File: src/rtl/multu_pkg.sv
// Shared types and defaults for the sequential unsigned multiplier.
package multu_pkg;

  typedef enum logic [1:0] {
    IDLE = 2'd0,
    RUN  = 2'd1,
    DONE = 2'd2
  } multu_state_t;

  localparam int DEF_WIDTH = 32;
  localparam int DEF_CNT_W = 6;

  function automatic int prod_w(input int w);
    return 2 * w;
  endfunction

  localparam int PROD_W = prod_w(DEF_WIDTH);

endpackage

File: src/rtl/multu_step.sv
// One radix-2 shift-add iteration: conditionally add mcand into the upper half,
// then shift the whole (2*WIDTH+1)-bit partial product right by one.
module multu_step #(
  parameter int WIDTH = 32
) (
  input  logic [2*WIDTH:0]  p,
  input  logic [WIDTH-1:0]  mcand,
  output logic [2*WIDTH:0]  p_next
);

  logic [WIDTH:0] upper;

  // The add keeps its carry in bit WIDTH; the shift moves it into the product.
  always_comb begin
    upper = p[2*WIDTH:WIDTH];
    if (p[0])
      upper = {1'b0, p[2*WIDTH-1:WIDTH]} + {1'b0, mcand};
    p_next = {1'b0, upper, p[WIDTH-1:1]};
  end

endmodule

File: src/rtl/multu_seq.sv
// Sequential unsigned multiplier with start/busy/done handshake.
// Optional MULTU_ZERO_BYPASS_EN: zero operands skip RUN and finish in one cycle.
module multu_seq
  import multu_pkg::*;
#(
  parameter int WIDTH = DEF_WIDTH,
  parameter int CNT_W = DEF_CNT_W
) (
  input  logic             clk,
  input  logic             reset,
  input  logic             start,
  input  logic [WIDTH-1:0] a,
  input  logic [WIDTH-1:0] b,
  output logic             busy,
  output logic             done,
  output logic [WIDTH-1:0] hi,
  output logic [WIDTH-1:0] lo
);

  localparam int PW = prod_w(WIDTH) + 1;

  multu_state_t     state_reg;
  logic [WIDTH-1:0] mcand_reg;
  logic [PW-1:0]    p_reg;
  logic [PW-1:0]    p_next;
  logic [CNT_W-1:0] cnt_reg;
  logic [WIDTH-1:0] hi_reg;
  logic [WIDTH-1:0] lo_reg;
  logic             busy_reg;
  logic             done_reg;
  logic             zero_op;

`ifdef MULTU_ZERO_BYPASS_EN
  assign zero_op = (a == '0) || (b == '0);
`else
  assign zero_op = 1'b0;
`endif

  multu_step #(.WIDTH(WIDTH)) u_step (
    .p      (p_reg),
    .mcand  (mcand_reg),
    .p_next (p_next)
  );

  always_ff @(posedge clk) begin
    if (reset) begin
      state_reg <= IDLE;
      mcand_reg <= '0;
      p_reg     <= '0;
      cnt_reg   <= '0;
      hi_reg    <= '0;
      lo_reg    <= '0;
      busy_reg  <= 1'b0;
      done_reg  <= 1'b0;
    end else begin
      case (state_reg)
        IDLE, DONE: begin
          busy_reg <= 1'b0;
          done_reg <= 1'b0;
          state_reg <= IDLE;
          if (start) begin
            mcand_reg <= a;
            p_reg     <= {{(WIDTH+1){1'b0}}, b};
            cnt_reg   <= '0;
            if (zero_op) begin
              state_reg <= DONE;
              done_reg  <= 1'b1;
              hi_reg    <= '0;
              lo_reg    <= '0;
            end else begin
              state_reg <= RUN;
              busy_reg  <= 1'b1;
            end
          end
        end
        RUN: begin
          p_reg   <= p_next;
          cnt_reg <= cnt_reg + 1'b1;
          // Final iteration: publish the product on entry to DONE.
          if (cnt_reg == CNT_W'(WIDTH - 1)) begin
            state_reg <= DONE;
            busy_reg  <= 1'b0;
            done_reg  <= 1'b1;
            hi_reg    <= p_next[2*WIDTH-1:WIDTH];
            lo_reg    <= p_next[WIDTH-1:0];
          end
        end
        default: begin
          state_reg <= IDLE;
          busy_reg  <= 1'b0;
          done_reg  <= 1'b0;
        end
      endcase
    end
  end

  assign busy = busy_reg;
  assign done = done_reg;
  assign hi   = hi_reg;
  assign lo   = lo_reg;

endmodule

File: config.mk
export PLATFORM = sky130hd
export DESIGN_NAME = multu_seq
export DESIGN_NICKNAME = d
export VERILOG_FILES = /design/src/rtl/multu_pkg.sv /design/src/rtl/multu_step.sv /design/src/rtl/multu_seq.sv
export SDC_FILE = /design/constraint.sdc
export NUM_CORES = 1
export LEC_CHECK = 0
export CORE_MARGIN = 2
export CORE_UTILIZATION = 40
export DETAILED_ROUTE_END_ITERATION = 7
export PLACE_DENSITY = 0.71
export SLEW_MARGIN = 40
export SYNTH_ARGS = -nofsm -noshare
export SYNTH_HDL_FRONTEND = slang
export SYNTH_HIERARCHICAL = 1
export SYNTH_SLANG_ARGS = --single-unit
File: constraint.sdc
create_clock -name clk -period 6.9 [get_ports clk]
set_clock_uncertainty 0.1 [all_clocks]
set_input_delay 1.38 -clock clk [delete_from_list [all_inputs] [get_ports clk]]
set_output_delay 1.38 -clock clk [all_outputs]
set_load 0.05 [all_outputs]
# --- Word level (Yosys, flattened, before mapping) ---
# Cells that the tools add are included.
word_totals:
  register_bits: 171
  inputBits: 67
  output_inout_bits: 66
  wordCells: 34
classes:
  addsub: 2
  eq_ne: 5
  n_mux: 11
  n_bitwise: 1
  reduce_logical: 7
ops:
  columns: ["cell", "n"]
  rows:
  - ["$pmux 65 s2", 1]
  - ["$mux 65", 1]
  - ["$add 32x32->33", 1]
  - ["$mux 33", 1]
  - ["$pmux 6 s2", 1]
  - ["$add 6x1->6 const B", 1]
  - ["$eq 6x5->1 const B", 1]
  - ["$mux 6", 1]
  - ["$reduce_and 2->1", 3]
  - ["$ne 2x2->1 const B", 2]
  - ["$pmux 2 s2", 1]
  - ["$reduce_or 2->1", 2]
  - ["$mux 1", 3]
  - ["$eq 2x1->1 const B", 1]
  - ["$eq 2x2->1 const B", 1]
  - ["$logic_not 2->1", 1]
  - ["$mux 2", 1]
  - ["$pmux 1 s2", 1]
  - ["$reduce_bool 2->1", 1]
  - ["$not 1->1", 1]

# --- Depth between registers and ports, before layout ---
# Gate-level depths: netlist of run 1.
depth:
  ltp_word: 4
  ltp_mapped: 11
  mapped_depth_nobuf: 11

# --- Hierarchy ---
# The synthesis of run 1 kept the hierarchy.
by_module_without_submodules:
  columns: ["module", "n_inst", "cells_per_inst", "area_per_inst_um2", "seq_area_each_um2"]
  rows:
  - ["multu_seq", 1, 680, 6741.5, 3423.3]
  - ["multu_step", 1, 354, 2531.2, 0.0]

# --- Worst setup path before layout of run 1 ---
# Ideal clock, no wire load.
synth_timing:
  kind: "register to register"
  startpoint: "register p_reg[32]"
  endpoint: "register p_reg[51]"
  setup_ns: 0.117
  arrival_ns: 2.541
  required_ns: 6.683
  slack_ns: 4.142
  path_stages_with_launch: 11
  path_cell_list: "dfxtp_1 -> ha_1 -> fa_1 -> a21o_1 -> a221oi_2 -> a21oi_2 -> o221ai_1 -> and2_1 -> o21ai_0 -> a221o_1 -> a22o_1"
synth_between:
  elab_chain_len: 3
synth_lines:
  columns: ["element", "line", "rtl"]
  rows:
  - ["from (decl)", "multu_seq.sv:24", "logic [PW-1:0] p_reg;"]
  - ["from (signal assigned)", "multu_seq.sv:63", "p_reg <= {{(WIDTH+1){1'b0}}, b};"]
  - ["from (signal assigned)", "multu_seq.sv:77", "p_reg <= p_next;"]
  - ["$add 32x32->33", "multu_step.sv:17", "upper = {1'b0, p[2*WIDTH-1:WIDTH]} + {1'b0, mcand};"]
  - ["$mux 33", "multu_step.sv:16", "if (p[0])"]
  - ["net p_next[51]", "multu_seq.sv:25", "logic [PW-1:0] p_next;"]
  - ["$pmux 65 s2", "multu_seq.sv:56", "case (state_reg)"]
# The timed path passes the listed nets, and every way through them passes these cells.
# A chain may end at the register's enable or synchronous reset.

# --- Worst setup path in the final report of run 1 ---
layout_timing:
  startpoint: "input start"
  endpoint: "register p_reg[49]"
layout_between:
  elab_chain_len: 2
layout_lines:
  columns: ["element", "line", "rtl"]
  rows:
  - ["from (decl)", "multu_seq.sv:11", "input logic start,"]
  - ["$ne 2x2->1 (no source line)", null, null]
  - ["$reduce_and 2->1 (no source line)", null, null]
# No other way between the ends.

==> results by group, run 1 <==
Setup path
  – CP max FO: 66
  – CP Launch Type: input port
  – Critical path class: in -> reg
  – Critical Path RT: 7.17 ns
  – Crit path DAT: 3.68 ns
  – Crit path capture type: flip-flop

GRT
  – Largest net degree at the start of global routing: 130
  – Antenna violations before repair: 0
  – Vias in the first global route: 7,398
  – Grt total ovfl: 0
  – Global-route wire length before repair: 36.7 mm
  – Total global-route track usage: 0.184

Synth
  – Top cell type's share of synthesized area: 0.369
  – Number of enable flip-flop cells after synthesis: 0
  – Post-synth top flop: dfxtp_1
  – Synth top area cells: dfxtp_1 37%, nand2b_1 9.0%, mux2i_1 6.9%
  – Syn Area/Cell: 8.97 um2
  – Register area share after synthesis: 0.369
  – Synthesized cell area: 9270 um2
  – Yosys cell types: 75
  – Ys async rst share: 0
  – Net count after synthesis: 1,135
  – Cell count after synthesis: 1,034
  – Yosys reg bits: 171
  – Cell taking the most area after synthesis: dfxtp_1
  – Synth warn: 6

Clocking
  – Clk Latency, worst-skew pair: 0.44 ns
  – Max clock buf depth: 2
  – Post-CTS sizing: 0
  – CTS tree: built
  – Clk sinks: 171
  – CTS buffer count: 17
  – Postcts setup bufs: 0
  – CTS H-tree depth: 4
  – Root Buffer: clkbuf_16
  – Clock Pin Slew Worst Setup and Hold Paths: 0.07 ns
  – Number of buffers inserted by hold repair at cts: 0

Placed design
  – Final HPWL from detailed placement: 14.6 mm
  – Place WS: 3.05 ns
  – DP Cell Count: 1,356
  – IO Port Bufs: 132
  – GP Congestion: 0.898

Drt
  – DRC viols: 0
  – ANT nets after route: 0
  – Routed len/inst: 16.0 um
  – Pre-antenna DRT Iters: 5
  – Vias per cell: 5.41
  – Drt first-iter violations: 394
  – Wirelength, routed: 22.2 mm
  – Vias: 7,504

Floorplan
  – Core box area: 22,700 um2
  – DIE AREA: 24,400 um2
  – Chip Width: 156 um
  – # IOs: 133
  – Starting density of the core: 0.408
  – Die Span Y: 156 um
  – Row cnt: 55

Cells and area
  – Area delta synth->final: 18.2%
  – Share of post-route cells with drive strength above 1: 0.0743
  – Commonest non-fill, non-tap cell in the layout: dfxtp_1
  – Reg area: 3420 um2
  – Final core utilization: 0.482
  – Ant diodes: 0
  – Max reg flops: 65
  – Post-Layout Cell Count: 1,388
  – Most frequent cells in the layout: 171 x dfxtp_1, 132 x nand2b_1, 131 x clkdlybuf4s50_1
  – FILL cells: 2,167
  – Final nets: 1,191
  – Area of the multi-input gates: 5120 um2

STA
  – Max Slew Vio Count: 0
  – Slew @ Worst Pin: 0.794 ns
  – Fmax: 293 MHz
  – Final setup fails: 0
  – Fin crit period: 3.41 ns
  – Slew headroom: 0.471
  – Final period utilization: 0.495
  – Worst setup margin: 3.49 ns
  – RSZ-0062 raised after global routing: no
  – Hold Fails Final Rpt: 0
  – Final setup TNS: 0 ns

Power and ir drop
  – Peak VDD IR: 0.000138 V
  – Design Power: 2.32 mW
  – Switching fraction of total power: 0.260
  – Leak Pwr: 3.96 nW
  – Comb power frac: 0.111
  – Part of the power in registers: 0.449
  – Clock network power share: 0.439
  – Power Dens Cells: 212 nW/um2
  – Cell-internal power: 1.72 mW
  – Total net switching power: 0.604 mW

Flow run
  – Max-cap check violation count: 0

Hold path
  – Worst min path class: reg -> reg

Run status
  – Status: finished, final reports clean
==> final cells by class <==
type | instances | share of cell area
tap | 285 | 0.0325
timing repair buffer | 142 | 0.128
multi-input combinational | 749 | 0.468
sequential | 171 | 0.312
clock inverter | 14 | 0.0167
clock buffer | 18 | 0.0401
inverter | 9 | 0.00308
==> synth_stat cells, types with 3 or more instances <==
master / count
and3_2: 3
a22o_1: 35
a22oi_1: 33
mux2i_1: 64
o311ai_0: 3
a21oi_1: 103
a21o_1: 14
clkbuf_1: 29
o211ai_1: 6
mux2_2: 18
nand3_1: 41
o221ai_1: 4
a31oi_1: 4
buf_4: 38
buf_6: 3
dfxtp_1: 171
nand2b_1: 133
nor3_1: 5
o21a_1: 4
a21boi_0: 3
o21ai_0: 25
nor2b_1: 5
nand3b_1: 3
nand4_1: 6
xnor2_1: 16
or3_1: 5
buf_2: 24
xor2_1: 6
inv_1: 9
buf_12: 6
nor2_1: 29
ha_1: 33
o22ai_1: 3
nand2_1: 95
and3_1: 4
==> per-stage QoR <==
stage               instance area (um2)  hold slack (ns)
global placement                  10300            0.353
CTS                               11000            0.362
global route                      11000            0.379
floorplan                          9270            0.340
detailed placement                10300            0.353
finish                            11000            0.359
==> worst paths after layout <==
check                        startpoint                    endpoint  slack, ns  cells past startpoint
min reg2reg  mcand_reg[25]$_SDFFE_PP0P_  mcand_reg[25]$_SDFFE_PP0P_       0.36                      2
max                               start      p_reg[49]$_SDFFE_PP0P_       3.49                      6
max reg2reg      p_reg[32]$_SDFFE_PP0P_         hi[21]$_SDFFE_PP0P_       3.66                     10
min          mcand_reg[25]$_SDFFE_PP0P_  mcand_reg[25]$_SDFFE_PP0P_       0.36                      2
==> cells by family (layout without fill, tap and decap cells) <==
group           after synthesis  count (layout)  synth area share
mux                          83              83            0.0926
flops                       171             171             0.369
compound gates              268             268             0.197
fa+ha+maj                    34              34            0.0467
other cells                   1               1          0.000404
buf+inv                     114             183            0.0789
simple gates                341             341             0.195
xor+xnor                     22              22            0.0208
==> metal layers <==
layer	routed length (um)	global-route usage	part of all wire	vias to the layer above
met1	10200	0.238	0.46	3529
li1	-	-	-	3742
met3	1440	0.0537	0.065	22
met5	0	0	0	-
met2	10300	0.298	0.46	211
met4	274	0.0489	0.012	0
==> critical path, cell delays in order <==
cell and delay, ns:
clkdlybuf4s50_1 0.45, and2b_2 0.22, buf_4 0.36, nor3_4 0.70, buf_4 0.38, a22o_1 0.17
==> power groups by stage <==
stage	Clock, mW	Combinational (mW)	Sequential (mW)
floorplan	0	0.202	1.06
global placement	0	0.254	1.06
detailed placement	0	0.259	1.07
CTS	1.05	0.259	1.04
global route	1.09	0.287	1.05
finish	1.02	0.259	1.04
Power figures use the tool's default switching activity.
==> inputs of run 2 (changes only) <==
PLACE_DENSITY = 0.73   (was 0.71)
clock period = 3.1 ns   (was 6.9 ns; I/O delays follow)
==> run 2 against run 1 <==
Effect of this change:
- total power rose by 120%
- non-clock buffer count up 8
- register-to-register slack worse by 3.5 ns
==> results by group, run 2 (same netlist as run 1, synthesis figures left out) <==
Run status
  – Status: finished, final reports clean (unchanged)

GRT
  – Total global-route track usage: 0.181 (was 0.184)
  – Global-route wire length before repair: 36.1 mm (was 36.7 mm)
  – Largest net degree at the start of global routing: 82 (was 130)
  – Vias in the first global route: 7,351 (was 7,398)
  – Antenna violations before repair: 0 (unchanged)
  – Grt total ovfl: 0 (unchanged)

Drt
  – ANT nets after route: 0 (unchanged)
  – DRC viols: 0 (unchanged)
  – Wirelength, routed: 22.0 mm (was 22.2 mm)
  – Vias per cell: 5.44 (was 5.41)
  – Routed len/inst: 15.8 um (was 16.0 um)
  – Vias: 7,599 (was 7,504)
  – Pre-antenna DRT Iters: 7 (was 5)
  – Drt first-iter violations: 497 (was 394)

Setup path
  – Slowest stage cell, crit path: fa_2 (was nor3_4)
  – Critical Path RT: 3.32 ns (was 7.17 ns)
  – WP buf/inv: 0 (was 3)
  – Critical path class: reg -> reg (was in -> reg)
  – CP delay by family, top: compound AO/OA/AOI/OAI gates (was buffers and inverters)
  – Crit path capture type: flip-flop (unchanged)
  – CP max FO: 3 (was 66)
  – CP Cell Sequence: ha_1, fa_2, a21o_1, a221oi_4, a21oi_2, o221ai_1, and2_1, o21ai_0, a221o_1, a22o_1 (was clkdlybuf4s50_1, and2b_2, buf_4, nor3_4, buf_4, a22o_1)
  – Crit-path max cell delay: 0.37 ns (was 0.70 ns)
  – CP Launch Type: flip-flop (was input port)
  – Crit path DAT: 3.16 ns (was 3.68 ns)

Floorplan
  – Chip Width: 156 um (unchanged)
  – Die Span Y: 156 um (unchanged)
  – Core box area: 22,700 um2 (unchanged)
  – DIE AREA: 24,400 um2 (unchanged)
  – Starting density of the core: 0.408 (unchanged)
  – # IOs: 133 (unchanged)
  – Row cnt: 55 (unchanged)

STA
  – Hold Fails Final Rpt: 0 (unchanged)
  – Fmax: 340 MHz
  – Final period utilization: 0.949
  – Max Slew Vio Count: 0 (unchanged)
  – Final setup fails: 0 (unchanged)
  – Fin crit period: 2.94 ns
  – Final setup TNS: 0 ns (unchanged)
  – Slew headroom: 0.565 (was 0.471)
  – Slew @ Worst Pin: 0.651 ns (was 0.794 ns)
  – RSZ-0062 raised after global routing: no (unchanged)

Cells and area
  – Share of post-route cells with drive strength above 1: 0.0837 (was 0.0743)
  – Post-Layout Inst Area: 11,100 um2 (was 11,000 um2)
  – Area delta synth->final: 19.4% (was 18.2%)
  – Final core utilization: 0.488 (was 0.482)
  – Most frequent cells in the layout: 171 x dfxtp_1, 132 x nand2b_1, 131 x clkdlybuf4s50_1 (unchanged)
  – Ant diodes: 0 (unchanged)
  – Final nets: 1,199 (was 1,191)
  – Post-Layout Cell Count: 1,396 (was 1,388)
  – Max reg flops: 65 (unchanged)
  – Commonest non-fill, non-tap cell in the layout: dfxtp_1 (unchanged)

Placed design
  – Final HPWL from detailed placement: 14.8 mm (was 14.6 mm)
  – DP Cell Count: 1,362 (was 1,356)
  – GP Congestion: 0.903 (was 0.898)
  – IO Port Bufs: 132 (unchanged)
  – Dpl cell area: 10,400 um2 (was 10,300 um2)

Power and ir drop
  – Peak VDD IR: 0.000351 V (was 0.000138 V)
  – Cell-internal power: 3.67 mW (was 1.72 mW)
  – Power Dens Cells: 454 nW/um2 (was 212 nW/um2)
  – Total net switching power: 1.36 mW (was 0.604 mW)
  – Switching fraction of total power: 0.271 (was 0.260)
  – Leak Pwr: 4.00 nW (was 3.96 nW)
  – Clock network power share: 0.421 (was 0.439)
  – Comb power frac: 0.117 (was 0.111)
  – Part of the power in registers: 0.462 (was 0.449)

Clocking
  – Clk sinks: 171 (unchanged)
  – Clock Pin Slew Worst Setup and Hold Paths: 0.07 ns (about the same)
  – Max clock buf depth: 2 (unchanged)
  – CTS H-tree depth: 4 (unchanged)
  – Root Buffer: clkbuf_16 (unchanged)
  – Clk Latency, worst-skew pair: 0.43 ns (was 0.44 ns)
  – CTS buffer count: 17 (unchanged)
  – CTS tree: built (unchanged)

Hold path
  – Worst min path class: reg -> reg (unchanged)

Flow run
  – Max-cap check violation count: 0 (unchanged)
run 2: cell types whose count changed in the layout (fill, tap and decap cells not counted), moves of 2 or more:
cell and change:
inv_6 -3, bufinv_16 -2, buf_4 +4, buf_12 +5, clkinv_8 +3
run 2: per-layer routing:
layer  track usage  up-vias  wire [um]
li1              -     3776          -
met1         0.232     3619      10200
met2         0.300      185      10200
met3        0.0482       19       1400
met4        0.0520        0        238
met5             0        -          0
run 2: worst paths after layout:
kind | end | slack [ns] | cells past startpoint | from
setup / recovery | p_reg[51]$_SDFFE_PP0P_ | 0.16 | 10 | p_reg[32]$_SDFFE_PP0P_
hold / removal | mcand_reg[0]$_SDFFE_PP0P_ | 0.36 | 2 | mcand_reg[0]$_SDFFE_PP0P_
setup reg to reg | p_reg[51]$_SDFFE_PP0P_ | 0.16 | 10 | p_reg[32]$_SDFFE_PP0P_
hold reg to reg | mcand_reg[0]$_SDFFE_PP0P_ | 0.36 | 2 | mcand_reg[0]$_SDFFE_PP0P_
run 2: what timing repair did:
| item | 4_1_cts | 5_1_grt |
|---|---|---|
| gates resized for setup | 0 | 5 |
| hold buffers | 0 | 0 |
| buffers inserted | 0 | 2 |
| endpoints found under the setup margin | 0 | 16 |
| endpoints found under the hold margin | 0 | 0 |
run 2: area by class of cell:
class,instances,area [um2]
clock inverter,15,169
tap,285,357
fill,2157,11600
sequential,171,3420
timing repair buffer,150,1520
inverter,9,33.8
multi-input combinational,749,5150
clock buffer,17,425
run 2: metrics by stage:
step                      hold WS (ns)  setup WS [ns]  power (mW)
final                            0.365          0.158        5.03
after global routing             0.389         0.0270        5.25
after CTS                        0.364        0.00676        5.09
after detailed placement         0.355         0.0296        2.96
after global placement           0.351         0.0875        2.95
after floorplan                  0.340          0.342        2.80
run 2: power groups by stage:
stage          clock, mW  sequential, mW  combinational (mW)
6_report            2.12            2.32               0.587
5_1_grt             2.27            2.33               0.648
4_1_cts             2.18            2.32               0.588
3_5_place_dp           0            2.37               0.588
3_3_place_gp           0            2.37               0.579
2_1_floorplan          0            2.35               0.450
run 2: worst min-delay path, delay by kind of cell (launching register included):
family,cells,cell delay (ns)
simple gates,1,0.05
compound gates,1,0.05
flops,1,0.31
==> inputs of run 3 (changes only) <==
CORE_MARGIN = not set   (was 2)
==> run 3 against run 2 <==
Effect of this change:
- sequential power about the same
- maximum frequency increased by 0.18%
- via count decreased by 1.9%
- first-iteration DRC count decreased by 38%
- cell area decreased by 0.33%
- hold slack improved by 0.0042 ns
- sequential cell count unchanged
- core utilization decreased by 0.16 points
- critical path depth increased by 1
==> results by group, run 3 (same netlist as run 1, synthesis figures left out) <==
Run status
  – Status: finished, final reports clean (unchanged)

Setup path
  – Crit path DAT: 3.16 ns (about the same)
  – Crit-path max cell delay: 0.41 ns (was 0.37 ns)
  – CP max FO: 3 (unchanged)
  – CP Launch Type: flip-flop (unchanged)
  – Critical Path RT: 3.33 ns (was 3.32 ns)
  – CP Cell Sequence: ha_1, fa_1, a21o_1, a221oi_4, nor2b_1, o211ai_1, buf_4, o21ba_2, xnor2_1, mux2_2, a22o_1 (was ha_1, fa_2, a21o_1, a221oi_4, a21oi_2, o221ai_1, and2_1, o21ai_0, a221o_1, a22o_1)
  – WP buf/inv: 1 (was 0)
  – Critical path class: reg -> reg (unchanged)
  – Slowest stage cell, crit path: fa_1 (was fa_2)
  – CP delay by family, top: compound AO/OA/AOI/OAI gates (unchanged)
  – Crit path capture type: flip-flop (unchanged)

GRT
  – Antenna violations before repair: 0 (unchanged)
  – Global-route wire length before repair: 36.0 mm (was 36.1 mm)
  – Grt total ovfl: 0 (unchanged)
  – Vias in the first global route: 7,134 (was 7,351)
  – Total global-route track usage: 0.185 (was 0.181)
  – Largest net degree at the start of global routing: 202 (was 82)

Floorplan
  – Die Span Y: 154 um (was 156 um)
  – Starting density of the core: 0.408 (unchanged)
  – Core box area: 22,700 um2 (unchanged)
  – Row cnt: 55 (unchanged)
  – # IOs: 133 (unchanged)
  – Chip Width: 154 um (was 156 um)
  – DIE AREA: 23,800 um2 (was 24,400 um2)

Drt
  – Wirelength, routed: 22.1 mm (was 22.0 mm)
  – Vias per cell: 5.33 (was 5.44)
  – DRC viols: 0 (unchanged)
  – Drt first-iter violations: 310 (was 497)
  – ANT nets after route: 0 (unchanged)
  – Vias: 7,452 (was 7,599)
  – Routed len/inst: 15.8 um (about the same)
  – Pre-antenna DRT Iters: 4 (was 7)

Cells and area
  – Final nets: 1,200 (was 1,199)
  – Ant diodes: 0 (unchanged)
  – Most frequent cells in the layout: 171 x dfxtp_1, 132 x nand2b_1, 131 x clkdlybuf4s50_1 (unchanged)
  – Max reg flops: 65 (unchanged)
  – FILL cells: 2,192 (was 2,157)
  – Area delta synth->final: 19.0% (was 19.4%)
  – Share of post-route cells with drive strength above 1: 0.0845 (was 0.0837)
  – Area of the multi-input gates: 5150 um2 (about the same)
  – Commonest non-fill, non-tap cell in the layout: dfxtp_1 (unchanged)
  – Post-Layout Inst Area: 11,000 um2 (was 11,100 um2)
  – Reg area: 3420 um2 (unchanged)

Hold path
  – Worst min path class: reg -> reg (unchanged)

Clocking
  – CTS buffer count: 17 (unchanged)
  – CTS tree: built (unchanged)
  – Clock Pin Slew Worst Setup and Hold Paths: 0.07 ns (about the same)
  – Root Buffer: clkbuf_16 (unchanged)
  – Max clock buf depth: 2 (unchanged)
  – Clk sinks: 171 (unchanged)
  – CTS H-tree depth: 4 (unchanged)
  – Clk Latency, worst-skew pair: 0.43 ns (about the same)

Power and ir drop
  – Power Dens Cells: 456 nW/um2 (was 454 nW/um2)
  – Leak Pwr: 4.00 nW (about the same)
  – Design Power: 5.03 mW (about the same)
  – Peak VDD IR: 0.000304 V (was 0.000351 V)

STA
  – Hold Fails Final Rpt: 0 (unchanged)
  – Final period utilization: 0.947 (was 0.949)
  – Fmax: 341 MHz (was 340 MHz)
  – Slew @ Worst Pin: 0.819 ns (was 0.651 ns)
  – Slew headroom: 0.454 (was 0.565)
  – Fin crit period: 2.94 ns (about the same)
  – RSZ-0062 raised after global routing: no (unchanged)
  – Max Slew Vio Count: 0 (unchanged)
  – Final setup TNS: 0 ns (unchanged)
  – Final setup fails: 0 (unchanged)

Placed design
  – GP Congestion: 0.892 (was 0.903)
  – Dpl cell area: 10,400 um2 (about the same)
  – Final HPWL from detailed placement: 14.8 mm (about the same)
  – IO Port Bufs: 132 (unchanged)

Flow run
  – Max-cap check violation count: 0 (unchanged)
## run 3: path summary, 6_finish.rpt
kind	startpoint	slack, ns	endpoint	cells past startpoint
hold reg to reg	mcand_reg[31]$_SDFFE_PP0P_	0.37	mcand_reg[31]$_SDFFE_PP0P_	2
hold / removal	mcand_reg[31]$_SDFFE_PP0P_	0.37	mcand_reg[31]$_SDFFE_PP0P_	2
setup reg to reg	p_reg[32]$_SDFFE_PP0P_	0.16	p_reg[55]$_SDFFE_PP0P_	11
setup / recovery	p_reg[32]$_SDFFE_PP0P_	0.16	p_reg[55]$_SDFFE_PP0P_	11
## run 3: timing repair
| item | in CTS | in global routing |
|---|---|---|
| endpoints found under the setup margin | 0 | 20 |
| hold buffers | 0 | 0 |
| buffers inserted | 0 | 1 |
| gates resized for setup | 0 | 7 |
## run 3: final cells by class
class,instances,area share
timing repair buffer,151,0.134
clock buffer,20,0.0414
inverter,9,0.00306
tap,285,0.0323
multi-input combinational,749,0.467
clock inverter,12,0.0118
sequential,171,0.310
## run 3: routing by layer
layer / wire, um / vias to the layer above / GRT usage
met5: 0 / - / 0
met1: 10400 / 3490 / 0.239
li1: - / 3772 / -
met2: 10300 / 173 / 0.307
met4: 224 / 0 / 0.0467
met3: 1240 / 17 / 0.0496
## run 3: report_power, final
part / internal (mW) / switching (mW)
registers: 2.27 / 0.0590
clock network: 1.17 / 0.955
logic: 0.258 / 0.321
total: 3.70 / 1.33
## run 3: tightest hold or removal path, stage by stage (launching register included)
cell     delay, ns
dfxtp_1       0.32
nand2_1       0.05
a21oi_1       0.05
## run 3: through the flow
| step | hold slack (ns) | utilization | setup slack (ns) | std cells |
|---|---|---|---|---|
| floorplan | 0.340 | - | 0.342 | 1034 |
| global placement | 0.351 | 0.457 | 0.0962 | 1362 |
| detailed placement | 0.357 | 0.458 | 0.0705 | 1364 |
| CTS | 0.373 | 0.484 | 0.0483 | 1396 |
| global route | 0.389 | 0.486 | 0.0265 | 1397 |
| finish | 0.369 | 0.486 | 0.164 | 1397 |
